[src/rtl/gbt_link_ctrl_pkg.sv]
// Shared types for the GBT link controller: clock/reset bundle,
// frame width, idle frame and the link state encoding.
package CKRSPkg;

    typedef struct packed {
        logic clk;
        logic reset;
    } ckrs_t;

endpackage

package MCPkg;

    localparam int GBT_FRAME_W = 84;
    localparam logic [GBT_FRAME_W-1:0] GBT_IDLE_FRAME = '0;

    typedef enum logic [2:0] {
        NO_SIGNAL   = 3'd0,
        DEBOUNCE    = 3'd1,
        XCVR_RST    = 3'd2,
        WAIT_LOCK   = 3'd3,
        BITSLIP_RST = 3'd4,
        LOCKED      = 3'd5,
        FAILED      = 3'd6
    } gbt_link_state_t;

    function automatic int max3(int a, int b, int c);
        int m;
        m = (a > b) ? a : b;
        return (m > c) ? m : c;
    endfunction

endpackage

[src/rtl/gbt_link_ctrl_los_debounce.sv]
// SFP LOS two-flop synchroniser and low-level debounce counter;
// signal_ok marks the last cycle of a clean debounce window.
module gbt_los_debounce #(
    parameter int DEBOUNCE_CYC = 4000
) (
    input  logic clk,
    input  logic reset,
    input  logic los,
    input  logic en,
    output logic los_sync,
    output logic signal_ok
);

    localparam int CW = $clog2(DEBOUNCE_CYC + 1);
    localparam logic [CW-1:0] LAST = CW'(DEBOUNCE_CYC - 1);

    logic          los_meta;
    logic [CW-1:0] cnt;

    // Sync flops reset to "no signal" so nothing starts before LOS is seen low
    always_ff @(posedge clk) begin
        if (reset) begin
            los_meta <= 1'b1;
            los_sync <= 1'b1;
        end else begin
            los_meta <= los;
            los_sync <= los_meta;
        end
    end

    always_ff @(posedge clk) begin
        if (reset || !en || los_sync) begin
            cnt <= '0;
        end else if (cnt != LAST) begin
            cnt <= cnt + 1'b1;
        end
    end

    assign signal_ok = en && !los_sync && (cnt == LAST);

endmodule

[src/rtl/gbt_link_ctrl.sv]
// GBT link bring-up/supervision FSM with TX frame gating.
// Define GBT_LINK_STATS_EN to add the saturating lock-loss counter port.
module gbt_link_ctrl
    import CKRSPkg::*, MCPkg::*;
#(
    parameter int LOS_DEBOUNCE_CYC  = 4000,
    parameter int RST_PULSE_CYC     = 16,
    parameter int LOCK_TIMEOUT_CYC  = 400000,
    parameter int UNLOCK_FILTER_CYC = 40,
    parameter int MAX_RETRIES       = 8
) (
    input  ckrs_t                  ClkRs_ix,
    input  logic                   sfp_los_i,
    input  logic                   link_ready_i,
    input  logic                   retry_clear_i,
    input  logic [GBT_FRAME_W-1:0] tx_data_i,
    output logic [GBT_FRAME_W-1:0] tx_data_o,
    output logic                   gbt_reset_o,
    output logic                   bitslip_reset_o,
    output logic                   link_up_o,
    output logic                   failed_o,
`ifdef GBT_LINK_STATS_EN
    output logic [15:0]            lock_loss_cnt_o,
`endif
    output logic [2:0]             state_o,
    output logic [3:0]             retry_cnt_o
);

    localparam int TMAX = max3(RST_PULSE_CYC, LOCK_TIMEOUT_CYC,
                               UNLOCK_FILTER_CYC);
    localparam int TW = $clog2(TMAX + 1);
    localparam logic [TW-1:0] TMAX_V      = TW'(TMAX);
    localparam logic [TW-1:0] PULSE_END   = TW'(RST_PULSE_CYC - 1);
    localparam logic [TW-1:0] TIMEOUT_END = TW'(LOCK_TIMEOUT_CYC - 1);
    localparam logic [TW-1:0] UNLOCK_END  = TW'(UNLOCK_FILTER_CYC - 1);
    localparam logic [3:0]    RETRY_MAX   = 4'(MAX_RETRIES);

    logic            clk;
    logic            reset;
    logic            los_sync;
    logic            signal_ok;
    logic            deb_en;
    logic [TW-1:0]   tmr;
    logic [3:0]      retry_cnt;
    gbt_link_state_t state;
    gbt_link_state_t state_nxt;

    assign clk    = ClkRs_ix.clk;
    assign reset  = ClkRs_ix.reset;
    assign deb_en = (state == DEBOUNCE);

    gbt_los_debounce #(
        .DEBOUNCE_CYC(LOS_DEBOUNCE_CYC)
    ) u_los (
        .clk      (clk),
        .reset    (reset),
        .los      (sfp_los_i),
        .en       (deb_en),
        .los_sync (los_sync),
        .signal_ok(signal_ok)
    );

    always_comb begin
        state_nxt = state;
        unique case (state)
            NO_SIGNAL:   if (!los_sync) state_nxt = DEBOUNCE;
            DEBOUNCE:    if (signal_ok) state_nxt = XCVR_RST;
            XCVR_RST:    if (tmr == PULSE_END) state_nxt = WAIT_LOCK;
            WAIT_LOCK: begin
                if (link_ready_i) begin
                    state_nxt = LOCKED;
                end else if (tmr == TIMEOUT_END) begin
                    state_nxt = (retry_cnt < RETRY_MAX) ? BITSLIP_RST
                                                        : FAILED;
                end
            end
            BITSLIP_RST: if (tmr == PULSE_END) state_nxt = WAIT_LOCK;
            LOCKED: begin
                if (!link_ready_i && tmr == UNLOCK_END) begin
                    state_nxt = XCVR_RST;
                end
            end
            FAILED:      if (retry_clear_i) state_nxt = XCVR_RST;
            default:     state_nxt = NO_SIGNAL;
        endcase
        // Loss of signal overrides every other decision this cycle
        if (los_sync && state != NO_SIGNAL) begin
            state_nxt = NO_SIGNAL;
        end
    end

    // Single phase timer: reloads on entry, in LOCKED it counts low cycles only
    always_ff @(posedge clk) begin
        if (reset) begin
            state     <= NO_SIGNAL;
            tmr       <= '0;
            retry_cnt <= '0;
        end else begin
            state <= state_nxt;
            if (state_nxt != state) begin
                tmr <= '0;
            end else if (state == LOCKED && link_ready_i) begin
                tmr <= '0;
            end else if (tmr != TMAX_V) begin
                tmr <= tmr + 1'b1;
            end
            if (state == DEBOUNCE && state_nxt == XCVR_RST) begin
                retry_cnt <= '0;
            end else if (state == WAIT_LOCK && state_nxt == BITSLIP_RST) begin
                retry_cnt <= retry_cnt + 1'b1;
            end
        end
    end

    always_ff @(posedge clk) begin
        if (reset) begin
            gbt_reset_o     <= 1'b1;
            bitslip_reset_o <= 1'b0;
            link_up_o       <= 1'b0;
            failed_o        <= 1'b0;
            state_o         <= 3'd0;
            retry_cnt_o     <= '0;
            tx_data_o       <= GBT_IDLE_FRAME;
        end else begin
            gbt_reset_o     <= (state == NO_SIGNAL) || (state == XCVR_RST);
            bitslip_reset_o <= (state == BITSLIP_RST);
            link_up_o       <= (state == LOCKED);
            failed_o        <= (state == FAILED);
            state_o         <= state;
            retry_cnt_o     <= retry_cnt;
            tx_data_o       <= (state == LOCKED) ? tx_data_i : GBT_IDLE_FRAME;
        end
    end

`ifdef GBT_LINK_STATS_EN
    logic [15:0] loss_cnt;

    always_ff @(posedge clk) begin
        if (reset) begin
            loss_cnt        <= '0;
            lock_loss_cnt_o <= '0;
        end else begin
            if (state == LOCKED && state_nxt == XCVR_RST
                && loss_cnt != 16'hFFFF) begin
                loss_cnt <= loss_cnt + 1'b1;
            end
            lock_loss_cnt_o <= loss_cnt;
        end
    end
`endif

endmodule

[config.mk]
export PLATFORM = sky130hd
export DESIGN_NAME = gbt_link_ctrl
export DESIGN_NICKNAME = d
export VERILOG_FILES = /design/src/rtl/gbt_link_ctrl_pkg.sv /design/src/rtl/gbt_link_ctrl_los_debounce.sv /design/src/rtl/gbt_link_ctrl.sv
export SDC_FILE = /design/constraint.sdc
export NUM_CORES = 1
export LEC_CHECK = 0
export CORE_MARGIN = 5
export CORE_UTILIZATION = 45
export CTS_CLUSTER_SIZE = 10
export DETAILED_ROUTE_END_ITERATION = 8
export DONT_BUFFER_PORTS = 1
export GPL_TIMING_DRIVEN = 0
export REMOVE_ABC_BUFFERS = 1
export SLEW_MARGIN = 20
export SYNTH_ARGS = -nofsm -noshare
export SYNTH_HDL_FRONTEND = slang
export SYNTH_SLANG_ARGS = --single-unit
[constraint.sdc]
create_clock -name ClkRs_ix -period 2.5 [get_ports ClkRs_ix]
set_input_delay 0.625 -clock ClkRs_ix [delete_from_list [all_inputs] [get_ports ClkRs_ix]]
set_output_delay 0.625 -clock ClkRs_ix [all_outputs]
set_load 0.02 [all_outputs]
==> reports/qor.tcl, run 1 <==
set qor(placed_cells_incl_taps) 580
set qor(crit_arrival_ns) 2.84
set qor(synth_flop_cell) {dfxtp_1}
set qor(min_period_over_period_pct) 97.43
set qor(hpwlAfterDp_mm) 7.945
set qor(synth_most_common_cell) {dfxtp_1}
set qor(pin_count_of_the_biggest_net_entering_global_routing) 20
set qor(ys_top_cells_by_count) {dfxtp_1, and2_1, nor2_1}
set qor(synthArstFlopShare_pct) 0
set qor(power_leakage_uw) 0.002397
set qor(run_status) {finished, violations left}
set qor(area_of_the_multi_input_gates_um2) 2031
set qor(post_synth.cell_area_avg_um2) 10.30
set qor(gp_routability_congestion) 0.8039
set qor(drcViolationCount) 0
set qor(grt_setup_unrepaired) {yes}
set qor(criticalPathCategory) {reg -> reg}
set qor(num_vias) 3546
set qor(tritoncts) {done}
set qor(design_power_total_uw) 5884
set qor(antenna_left) 0
set qor(setup_viol_count_final) 0
set qor(drv.max_cap_violation_count) 0
set qor(first_pass_iters) 4
set qor(number_of_register_bits_inferred_by_synthesis) 135
set qor(die-area_um2) 12900
set qor(dieHeight_um) 113.6
set qor(ys_warn_count) 0
set qor(floorplan.initialDensity_pct) 46.35
set qor(chip_width_um) 113.6
set qor(timing.final.crit_period_ns) 2.436
set qor(finalHoldWorstSlack_ns) -0.1958
set qor(ios) 184
set qor(synth.cell_area_um2) 4828
set qor(timing.max_slew.rel_slack_pct) 54.67
set qor(nFillCells) 876
set qor(clkTransAtPathRegs_ns) 0.06
set qor(drtIter0Drc) 186
set qor(yosysTopAreaCellShare_pct) 55.97
set qor(core_area_um2) 10420
set qor(finalHoldViolCount) 7
set qor(synth_enable_flop_cells) 0
set qor(end_kind) {register}
set qor(buffer_ports.inserted) 0
set qor(timing_max_transition_violations_final) 0
set qor(fin_setup_tns_ns) 0
set qor(ratio_of_cells_with_drive_above_1_in_the_final_layout_pct) 22.10
set qor(overflow) 0
set qor(p_per_area_nw_per_um2) 949.7
set qor(vdd.ir_drop.worst_v) 0.0004992
set qor(synth_top_cell_by_area) {dfxtp_1}
set qor(first_global_vias) 4485
set qor(clock_insertion_delay_worst_skew_ns) 0.52
set qor(routed_wirelength_mm) 12.09
set qor(grt_first_pass_wirelength_mm) 18.69
set qor(route.detailed.vias_per_inst) 5.261
set qor(worst-endpoint-required_ns) 2.90
set qor(grtUsageTotal_pct) 20.41
set qor(synth_unique_cells) 53
set qor(register_area_um2) 2714
set qor(antenna_violations_before_repair) 4
set qor(max_freq_mhz) 410.6
set qor(worst-path-max-fanout) 5
set qor(worstMarginPinSlew_ns) 0.6737
set qor(yosys-top-cells-area) {dfxtp_1, and2_1, nor4_1, xor2_1, nor2_1}
set qor(worst_hold_path_type) {clk -> reg}
set qor(ys_seq_area_share_pct) 55.97
set qor(design.final.nets) 600
set qor(worst_setup_path_start_kind) {register}
set qor(failing_checks) {negative hold slack}
set qor(num_rows) 37
set qor(stdcell_count) 674
set qor(syn_to_final_growth_pct) 28.32
set qor(worst_clock_skew_ns) 0.01381
set qor(detail_route.wl_per_cell_um) 17.94
set qor(netlist_instances) 469
## kinds of logic (layout without fill, tap and decap cells)
logic type / Yosys count / count (layout) / synth area share, %
other: 0 / 4 / 0
DFF: 135 / 135 / 55.97
muxes: 3 / 3 / 0.6737
AOI/OAI and AO/OA: 36 / 36 / 5.675
adders and majority gates: 4 / 4 / 1.037
and+or+nand+nor: 235 / 235 / 29.05
xor gates and xnor gates: 25 / 25 / 4.535
buffers and inverters: 31 / 96 / 3.058
## flip-flops by register name (all words and copies together), names as in the netlist
| name | count |
|---|---|
| link_up_o | 1 |
| tx_data_o | 84 |
| tmr | 19 |
| failed_o | 1 |
| retry_cnt | 4 |
| u_los.los_meta | 1 |
| retry_cnt_o | 4 |
| bitslip_reset_o | 1 |
| state | 3 |
| u_los.cnt | 12 |
| gbt_reset_o | 1 |
| u_los.los_sync | 1 |
| state_o | 3 |
## final cells by class
cell class | count | share of cell area, %
Inverter | 5 | 0.3029
Sequential cell | 135 | 43.80
Clock buffer | 57 | 15.11
Tap cell | 136 | 2.746
Multi-Input combinational cell | 303 | 32.77
Antenna cell | 4 | 0.1616
Clock inverter | 26 | 3.938
Timing Repair Buffer | 8 | 1.171
## per-layer routing
metal	GRT usage [%]	wire, um
met2	23.71	6027
met3	23.08	1552
met5	0	0
met4	28.04	401
met1	14.50	4108
## where the power goes
part           internal (uW)  switching (uW)  total (uW)  leakage (uW)
combinational           84.2             104         189      0.000342
clock                   2120            1300        3420      0.000965
sequential              2200            79.1        2280       0.00109
total                   4400            1480        5880       0.00240
## timing repair
item | in CTS | in global routing
hold buffers | 0 | 0
buffers inserted | 0 | 8
pin swaps | 2 | 6
hold endpoints to repair | 0 | 0
gates resized for setup | 2 | 15
endpoints found under the setup margin | 39 | 61
## through the flow
stage	utilization (%)	setup slack, ns	instance area, um2
2_1_floorplan	-	-2.002	4703
5_1_grt	59.46	-0.03115	6193
4_1_cts	58.17	0.003161	6060
3_3_place_gp	46.79	-2.008	4873
3_5_place_dp	46.81	-2.007	4876
6_report	59.48	0.06437	6196
## final timing paths
kind	startpoint	end	slack [ns]	cells past startpoint
max	u_los.cnt[1]	retry_cnt[2]	0.06	7
min reg2reg	u_los.los_meta	u_los.los_sync	0.40	1
max reg2reg	u_los.cnt[1]	retry_cnt[2]	0.06	7
min	ClkRs_ix[0]	state_o[1]	-0.20	3
## layout by cell type (no fill, tap or decap), types with 4 or more instances in the layout
cell type | Yosys | final
dfxtp_1 | 135 | 130
and2_1 | 85 | 85
clkbuf_8 | 1 | 36
nor2_1 | 34 | 34
nor4_1 | 23 | 23
nand3_1 | 19 | 19
clkbuf_16 | 0 | 17
xor2_1 | 15 | 15
nand2_1 | 13 | 13
nand4_1 | 11 | 11
xnor2_1 | 10 | 10
inv_1 | 6 | 9
and3_1 | 9 | 9
a21oi_1 | 10 | 9
inv_6 | 0 | 8
o21ai_0 | 7 | 7
buf_4 | 0 | 7
nor3_1 | 6 | 6
nor2b_1 | 6 | 5
or2_2 | 5 | 5
diode_2 | 0 | 4
clkbuf_1 | 12 | 4
clkinv_2 | 0 | 4
## critical path: stages (launching register included)
cell     delay [ns]
dfxtp_4        0.36
ha_4           0.13
nand4_1        0.11
or4_4          0.59
o31ai_4        0.31
nand4_4        0.15
nor4_4         0.34
mux2_4         0.32
(Power assumes the default switching activity.)
==> run 2: changes to the inputs <==
--- a/config.mk
+++ b/config.mk
@@ -12,6 +12,7 @@
 export DONT_BUFFER_PORTS = 1
 export GPL_TIMING_DRIVEN = 0
 export REMOVE_ABC_BUFFERS = 1
+export SKIP_LAST_GASP = 1
 export SLEW_MARGIN = 20
 export SYNTH_ARGS = -nofsm -noshare
 export SYNTH_HDL_FRONTEND = slang
==> run 2 against run 1 <==
Power about the same. Combinational power about the same. Non-clock buffer count unchanged. Core utilization about the same. Clock power about the same. Sequential power about the same. Largest power group unchanged. The run still ends with negative hold slack left. Routed wire length about the same. First-iteration DRC count increased by 9.1%. Register-to-register slack about the same. Critical path type unchanged.
==> reports/qor.tcl, run 2 (synthesized netlist as in run 1, its figures left out) <==
set qor(fin_util_pct) 59.45 ;# about the same
set qor(register_area_um2) 2714 ;# unchanged
set qor(power_leakage_uw) 0.002397 ;# about the same
set qor(drv.max_cap_violation_count) 0 ;# unchanged
set qor(core_area_um2) 10420 ;# unchanged
set qor(routed_wirelength_mm) 12.08 ;# about the same
set qor(failing_checks) {negative hold slack}
set qor(timing.final.crit_period_ns) 2.427 ;# -0.008133 ns
set qor(drtIter0Drc) 203 ;# +9.1%
set qor(buffer_ports.inserted) 0 ;# unchanged
set qor(hpwlAfterDp_mm) 7.945 ;# unchanged
set qor(grt_first_pass_wirelength_mm) 18.69 ;# unchanged
set qor(placed_cells_incl_taps) 580 ;# unchanged
set qor(fin_setup_tns_ns) 0 ;# unchanged
set qor(first_global_vias) 4485 ;# unchanged
set qor(dieHeight_um) 113.6 ;# unchanged
set qor(timing.final.ws_setup_ns) 0.07250 ;# +0.008133 ns
set qor(tritoncts) {done}
set qor(final_common_cell) {dfxtp_1}
set qor(finalHoldViolCount) 7 ;# unchanged
set qor(design.final.nets) 600 ;# unchanged
set qor(mostFrequentLayoutCells) {dfxtp_1, and2_1, clkbuf_8}
set qor(overflow) 0 ;# unchanged
set qor(nFillCells) 877 ;# +0.11%
set qor(worst_setup_path_start_kind) {register}
set qor(stdcell_count) 674 ;# unchanged
set qor(largest_reg_flops) 84 ;# unchanged
set qor(die-area_um2) 12900 ;# unchanged
set qor(run_status) {finished, violations left}
set qor(syn_to_final_growth_pct) 28.25 ;# about the same
set qor(worst_clock_skew_ns) 0.01342 ;# -0.0003885 ns
set qor(timing.max_slew.rel_slack_pct) 54.26 ;# -0.41 points
set qor(pin_count_of_the_biggest_net_entering_global_routing) 20 ;# unchanged
set qor(worst-endpoint-required_ns) 2.90 ;# about the same
set qor(grt_setup_unrepaired) {yes}
set qor(chip_width_um) 113.6 ;# unchanged
set qor(largest_register) {tx_data_o}
set qor(detail_route.wl_per_cell_um) 17.92 ;# about the same
set qor(grtUsageTotal_pct) 20.41 ;# unchanged
set qor(antenna_left) 0 ;# unchanged
set qor(max_freq_mhz) 411.9 ;# +0.34%
set qor(num_rows) 37 ;# unchanged
set qor(ios) 184 ;# unchanged
set qor(critical_path.slowest_cell) {or4_4}
set qor(worst-path-max-fanout) 5 ;# unchanged
set qor(ratio_of_cells_with_drive_above_1_in_the_final_layout_pct) 21.91 ;# -0.19 points
set qor(gp_routability_congestion) 0.8039 ;# unchanged
set qor(vdd.ir_drop.worst_v) 0.0004992 ;# about the same
set qor(end_kind) {register}
set qor(crit_arrival_ns) 2.83 ;# about the same
set qor(finalHoldWorstSlack_ns) -0.1942 ;# +0.001636 ns
set qor(slowest_cell_delay_on_critical_path_ns) 0.59 ;# about the same
set qor(route.detailed.vias_per_inst) 5.310 ;# +0.93%
set qor(area_of_the_multi_input_gates_um2) 2027 ;# -0.19%
set qor(min_period_over_period_pct) 97.10 ;# -0.33 points
set qor(post-place-ws_ns) -2.007 ;# unchanged
set qor(floorplan.initialDensity_pct) 46.35 ;# unchanged
set qor(num_vias) 3579 ;# +0.93%
set qor(first_pass_iters) 5 ;# +1
set qor(p_per_area_nw_per_um2) 951.0 ;# +0.14%
set qor(clkTransAtPathRegs_ns) 0.06 ;# about the same
set qor(antenna_violations_before_repair) 4 ;# unchanged
set qor(drcViolationCount) 0 ;# unchanged
set qor(setup_viol_count_final) 0 ;# unchanged
set qor(worst_hold_path_type) {clk -> reg}
set qor(worstMarginPinSlew_ns) 0.6798 ;# +0.006122 ns
set qor(timing_max_transition_violations_final) 0 ;# unchanged
set qor(largestRegisters) {tx_data_o x84, tmr x19, u_los.cnt x12}
set qor(timing.critical_path.cells) {ha_4 > nand4_1 > or4_4 > o31ai_4 > nand4_4 > nor4_4 > mux2_4}
set qor(clock_insertion_delay_worst_skew_ns) 0.52 ;# about the same
set qor(criticalPathCategory) {reg -> reg}
run 2: cell counts in the layout (fill, tap and decap cells not counted):
No cell type changed its count.
run 2: worst paths after layout:
path                   from             end  slack, ns  cells after the start
max reg2reg    u_los.cnt[1]    retry_cnt[2]       0.07                      7
min             ClkRs_ix[0]      state_o[1]      -0.19                      3
max            u_los.cnt[1]    retry_cnt[2]       0.07                      7
min reg2reg  u_los.los_meta  u_los.los_sync       0.40                      1
run 2: worst max-delay path: cells and delay by family (launching register included):
family                     cells  cell delay, ns
and+or+nand+nor                4            1.18
DFF                            1            0.36
muxes                          1            0.32
AOI/OAI and AO/OA              1            0.31
adders and majority gates      1            0.13
run 2: metrics by stage:
| stage | total power [uW] | cell area [um2] |
|---|---|---|
| floorplan | 2636 | 4703 |
| global placement | 2673 | 4873 |
| detailed placement | 2680 | 4876 |
| CTS | 5950 | 6060 |
| global route | 6138 | 6190 |
| finish | 5889 | 6192 |
run 2: metal layers:
metal  up-vias  part of all wire (%)  track usage [%]
li1       1699                     -                -
met1      1628                    33            14.50
met2       208                    50            23.71
met3        44                    13            23.08
met4         0                   3.4            28.04
met5         -                     0                0
run 2: cell type report:
class                           instances  area share (%)
Clock inverter                         26           3.940
Antenna cell                            4          0.1616
Timing Repair Buffer                    8           1.172
Inverter                                5          0.3031
Sequential cell                       135           43.83
Clock buffer                           57           15.11
Multi-Input combinational cell        303           32.73
Tap cell                              136           2.748
run 2: power breakdown:
part,internal [uW],switching [uW]
clock network,2120,1300
logic,84.1,103
registers,2200,80.1
run 2: repair_timing:
item                       4_1_cts  5_1_grt
setup endpoints to repair       39       61
buffers inserted                 0        8
gates resized for setup          2       14
pin swaps                        2        6
hold buffers                     0        0
==> run 3: changes to the inputs <==
==> constraint.sdc (replaced) <==
create_clock -name ClkRs_ix -period 2.5 [get_ports ClkRs_ix]
set_input_delay 0.375 -clock ClkRs_ix [delete_from_list [all_inputs] [get_ports ClkRs_ix]]
set_output_delay 0.375 -clock ClkRs_ix [all_outputs]
set_load 0.02 [all_outputs]
==> run 3 against run 2 <==
The run still ends with negative hold slack left. Core utilization grew 8.1 points. Fmax grew 0.14%. Setup slack gained 0.0034 ns. Power grew 2.1%. Clock-buffer cell count is the same. Sequential power is essentially flat. Die area is the same. Final area grew 14%. Hold slack gained 0.0062 ns. Global-route usage grew 2.8 points. Via count grew 10%. Clock skew shrank 0.0010 ns. Critical path type unchanged. Largest power group unchanged.
==> reports/qor.tcl, run 3 (synthesized netlist as in run 1, its figures left out) <==
set qor(run_status) {finished, violations left}
set qor(failing_checks) {negative hold slack}
set qor(ratio_of_cells_with_drive_above_1_in_the_final_layout_pct) 18.90 ;# -3.0 points
set qor(overflow) 0 ;# unchanged
set qor(grt_setup_unrepaired) {yes}
set qor(routed_wirelength_mm) 13.82 ;# +14%
set qor(ios) 184 ;# unchanged
set qor(dieHeight_um) 113.6 ;# unchanged
set qor(core_area_um2) 10420 ;# unchanged
set qor(worst-path-max-fanout) 5 ;# unchanged
set qor(route.detailed.vias_per_inst) 5.237 ;# -1.4%
set qor(whs_endpoint) {state_o[1]}
set qor(layout.cell_area.non_filler_um2) 7033 ;# +14%
set qor(gp_routability_congestion) 0.8039 ;# unchanged
set qor(finalHoldViolCount) 7 ;# unchanged
set qor(end_kind) {register}
set qor(worst_hold_path.num_cells) 3 ;# unchanged
set qor(grt_first_pass_wirelength_mm) 21.56 ;# +15%
set qor(p_per_area_nw_per_um2) 855.1 ;# -10%
set qor(slowest_cell_delay_on_critical_path_ns) 0.59 ;# about the same
set qor(first_pass_iters) 4 ;# -1
set qor(antenna_violations_before_repair) 0 ;# -4
set qor(area_after_detailed_placement_um2) 4876 ;# unchanged
set qor(clock_insertion_delay_worst_skew_ns) 0.51 ;# about the same
set qor(critical_path.reg2reg.startpoint) {u_los.cnt[1]}
set qor(mostFrequentLayoutCells) {dfxtp_1, and2_1, dlygate4sd3_1}
set qor(share_clk_of_total_power_pct) 57.2 ;# -0.9 points
set qor(floorplan.initialDensity_pct) 46.35 ;# unchanged
set qor(worstMarginPinSlew_ns) 0.6508 ;# -0.02901 ns
set qor(die-area_um2) 12900 ;# unchanged
set qor(power_leakage_uw) 0.002752 ;# +15%
set qor(cp_top_family) {simple AND/OR/NAND/NOR gates}
set qor(path_buf_inv) 0 ;# unchanged
set qor(design_power_total_uw) 6014 ;# +2.1%
set qor(final_common_cell) {dfxtp_1}
set qor(worst_setup_path_start_kind) {register}
set qor(timing.reg2reg.setup_slack_ns) 0.08 ;# about the same
set qor(timing.final.ws_setup_ns) 0.07589 ;# +0.003387 ns
set qor(buffer_ports.inserted) 0 ;# unchanged
set qor(timing.max_slew.rel_slack_pct) 56.21 ;# +2.0 points
set qor(first_global_vias) 5098 ;# +14%
set qor(critical_register_to_register_path_endpoint) {retry_cnt[2]}
set qor(antenna_left) 0 ;# unchanged
set qor(worst-endpoint-required_ns) 2.90 ;# about the same
set qor(setup_viol_count_final) 0 ;# unchanged
set qor(clkTransAtPathRegs_ns) 0.06 ;# about the same
set qor(grtUsageTotal_pct) 23.21 ;# +2.8 points
set qor(seqPwrFrac_pct) 37.9 ;# -0.8 points
set qor(hpwlAfterDp_mm) 7.945 ;# unchanged
set qor(drcViolationCount) 0 ;# unchanged
set qor(largestRegisters) {tx_data_o x84, tmr x19, u_los.cnt x12}
set qor(largest_reg_flops) 84 ;# unchanged
set qor(pwr-share-comb_pct) 4.9 ;# +1.7 points
set qor(design.final.nets) 685 ;# +14%
set qor(timing.final.crit_period_ns) 2.424 ;# -0.003387 ns
set qor(timing_max_transition_violations_final) 0 ;# unchanged
set qor(pin_count_of_the_biggest_net_entering_global_routing) 20 ;# unchanged
set qor(worst_clock_skew_ns) 0.01239 ;# -0.001028 ns
set qor(worst_hold_path_type) {clk -> reg}
set qor(drv.max_cap_violation_count) 0 ;# unchanged
set qor(vdd.ir_drop.worst_v) 0.0004875 ;# -2.4%
set qor(crit_arrival_ns) 2.82 ;# about the same
set qor(max_freq_mhz) 412.5 ;# +0.14%
set qor(insertedDiodeCount) 0 ;# -4
set qor(largest_register) {tx_data_o}
set qor(netSwitchingFraction_pct) 25.29 ;# +0.089 points
set qor(detail_route.wl_per_cell_um) 18.31 ;# +2.2%
set qor(p_int_uw) 4493 ;# +2.0%
set qor(num_rows) 37 ;# unchanged
set qor(syn_to_final_growth_pct) 45.66
set qor(reg2regPathDepth) 7 ;# unchanged
set qor(tritoncts) {done}
set qor(power.net_switching_uw) 1521 ;# +2.5%
set qor(critical_path.slowest_cell) {or4_4}
set qor(finalHoldWorstSlack_ns) -0.1880 ;# +0.006191 ns
set qor(chip_width_um) 113.6 ;# unchanged
set qor(timing.critical_path.cells) {ha_4 > nand4_1 > or4_4 > o31ai_4 > nand4_4 > nor4_4 > mux2_4}
set qor(min_period_over_period_pct) 96.96 ;# -0.14 points
set qor(criticalPathCategory) {reg -> reg}
set qor(num_vias) 3954 ;# +10%
set qor(post-place-ws_ns) -2.007 ;# unchanged
set qor(hold_sp) {ClkRs_ix[0]}
set qor(drtIter0Drc) 229 ;# +13%
run 3: changes by cell type in the layout (fill, tap and decap cells not counted), sizes merged:
cell         before  now
dlygate4sd3       0   85
diode             4    0
run 3: how the worst max path moves through the flow:
| stage | end | cells after the start | slack (ns) | startpoint |
|---|---|---|---|---|
| floorplan | link_up_o | 2 | -2.00 | ClkRs_ix[0] |
| global placement | link_up_o | 2 | -2.01 | ClkRs_ix[0] |
| detailed placement | link_up_o | 2 | -2.01 | ClkRs_ix[0] |
| CTS | retry_cnt[2] | 7 | 0.003 | tmr[1] |
| global route | retry_cnt[2] | 7 | -0.04 | tmr[0] |
| finish | retry_cnt[2] | 7 | 0.08 | u_los.cnt[1] |
run 3: per-stage QoR:
step | utilization, % | std cells | TNS (ns)
global route | 67.52 | 755 | -0.04986
floorplan | - | 444 | -168.70
detailed placement | 46.81 | 580 | -172.15
CTS | 66.34 | 747 | 0
finish | 67.52 | 755 | 0
global placement | 46.79 | 580 | -180.05
run 3: final cells by class:
type / count / area, um2
fillers: 759 / 3383
flip-flops and latches: 135 / 2714
multi-input cells: 303 / 2027
clock buffers: 57 / 935.9
repair buffers: 93 / 923.4
clock inverters: 26 / 244.0
well taps: 136 / 170.2
inverters: 5 / 18.77
run 3: power groups by stage:
stage / combinational (uW) / clock, uW / sequential (uW)
after floorplan: 126 / 204 / 2310
after global placement: 147 / 204 / 2320
after detailed placement: 152 / 204 / 2320
after CTS: 261 / 3520 / 2280
after global routing: 320 / 3660 / 2290
final: 295 / 3440 / 2280
run 3: tightest hold or removal path, stage by stage:
cell,delay (ns)
clkbuf_8,0.11
clkbuf_8,0.14
nor2b_1,0.04
run 3: per-layer routing:
layer	GRT usage (%)	routed length, um	up-vias
li1	-	-	1866
met1	16.83	4764	1808
met2	28.66	7019	233
met3	24.24	1624	47
met4	30.61	413	0
met5	0	0	-
run 3: what timing repair did:
action,CTS,global route
pin swaps,2,6
endpoints found under the hold margin,85,0
gates resized for setup,2,14
hold buffers,85,0
setup endpoints to repair,39,61
setup buffers,0,8
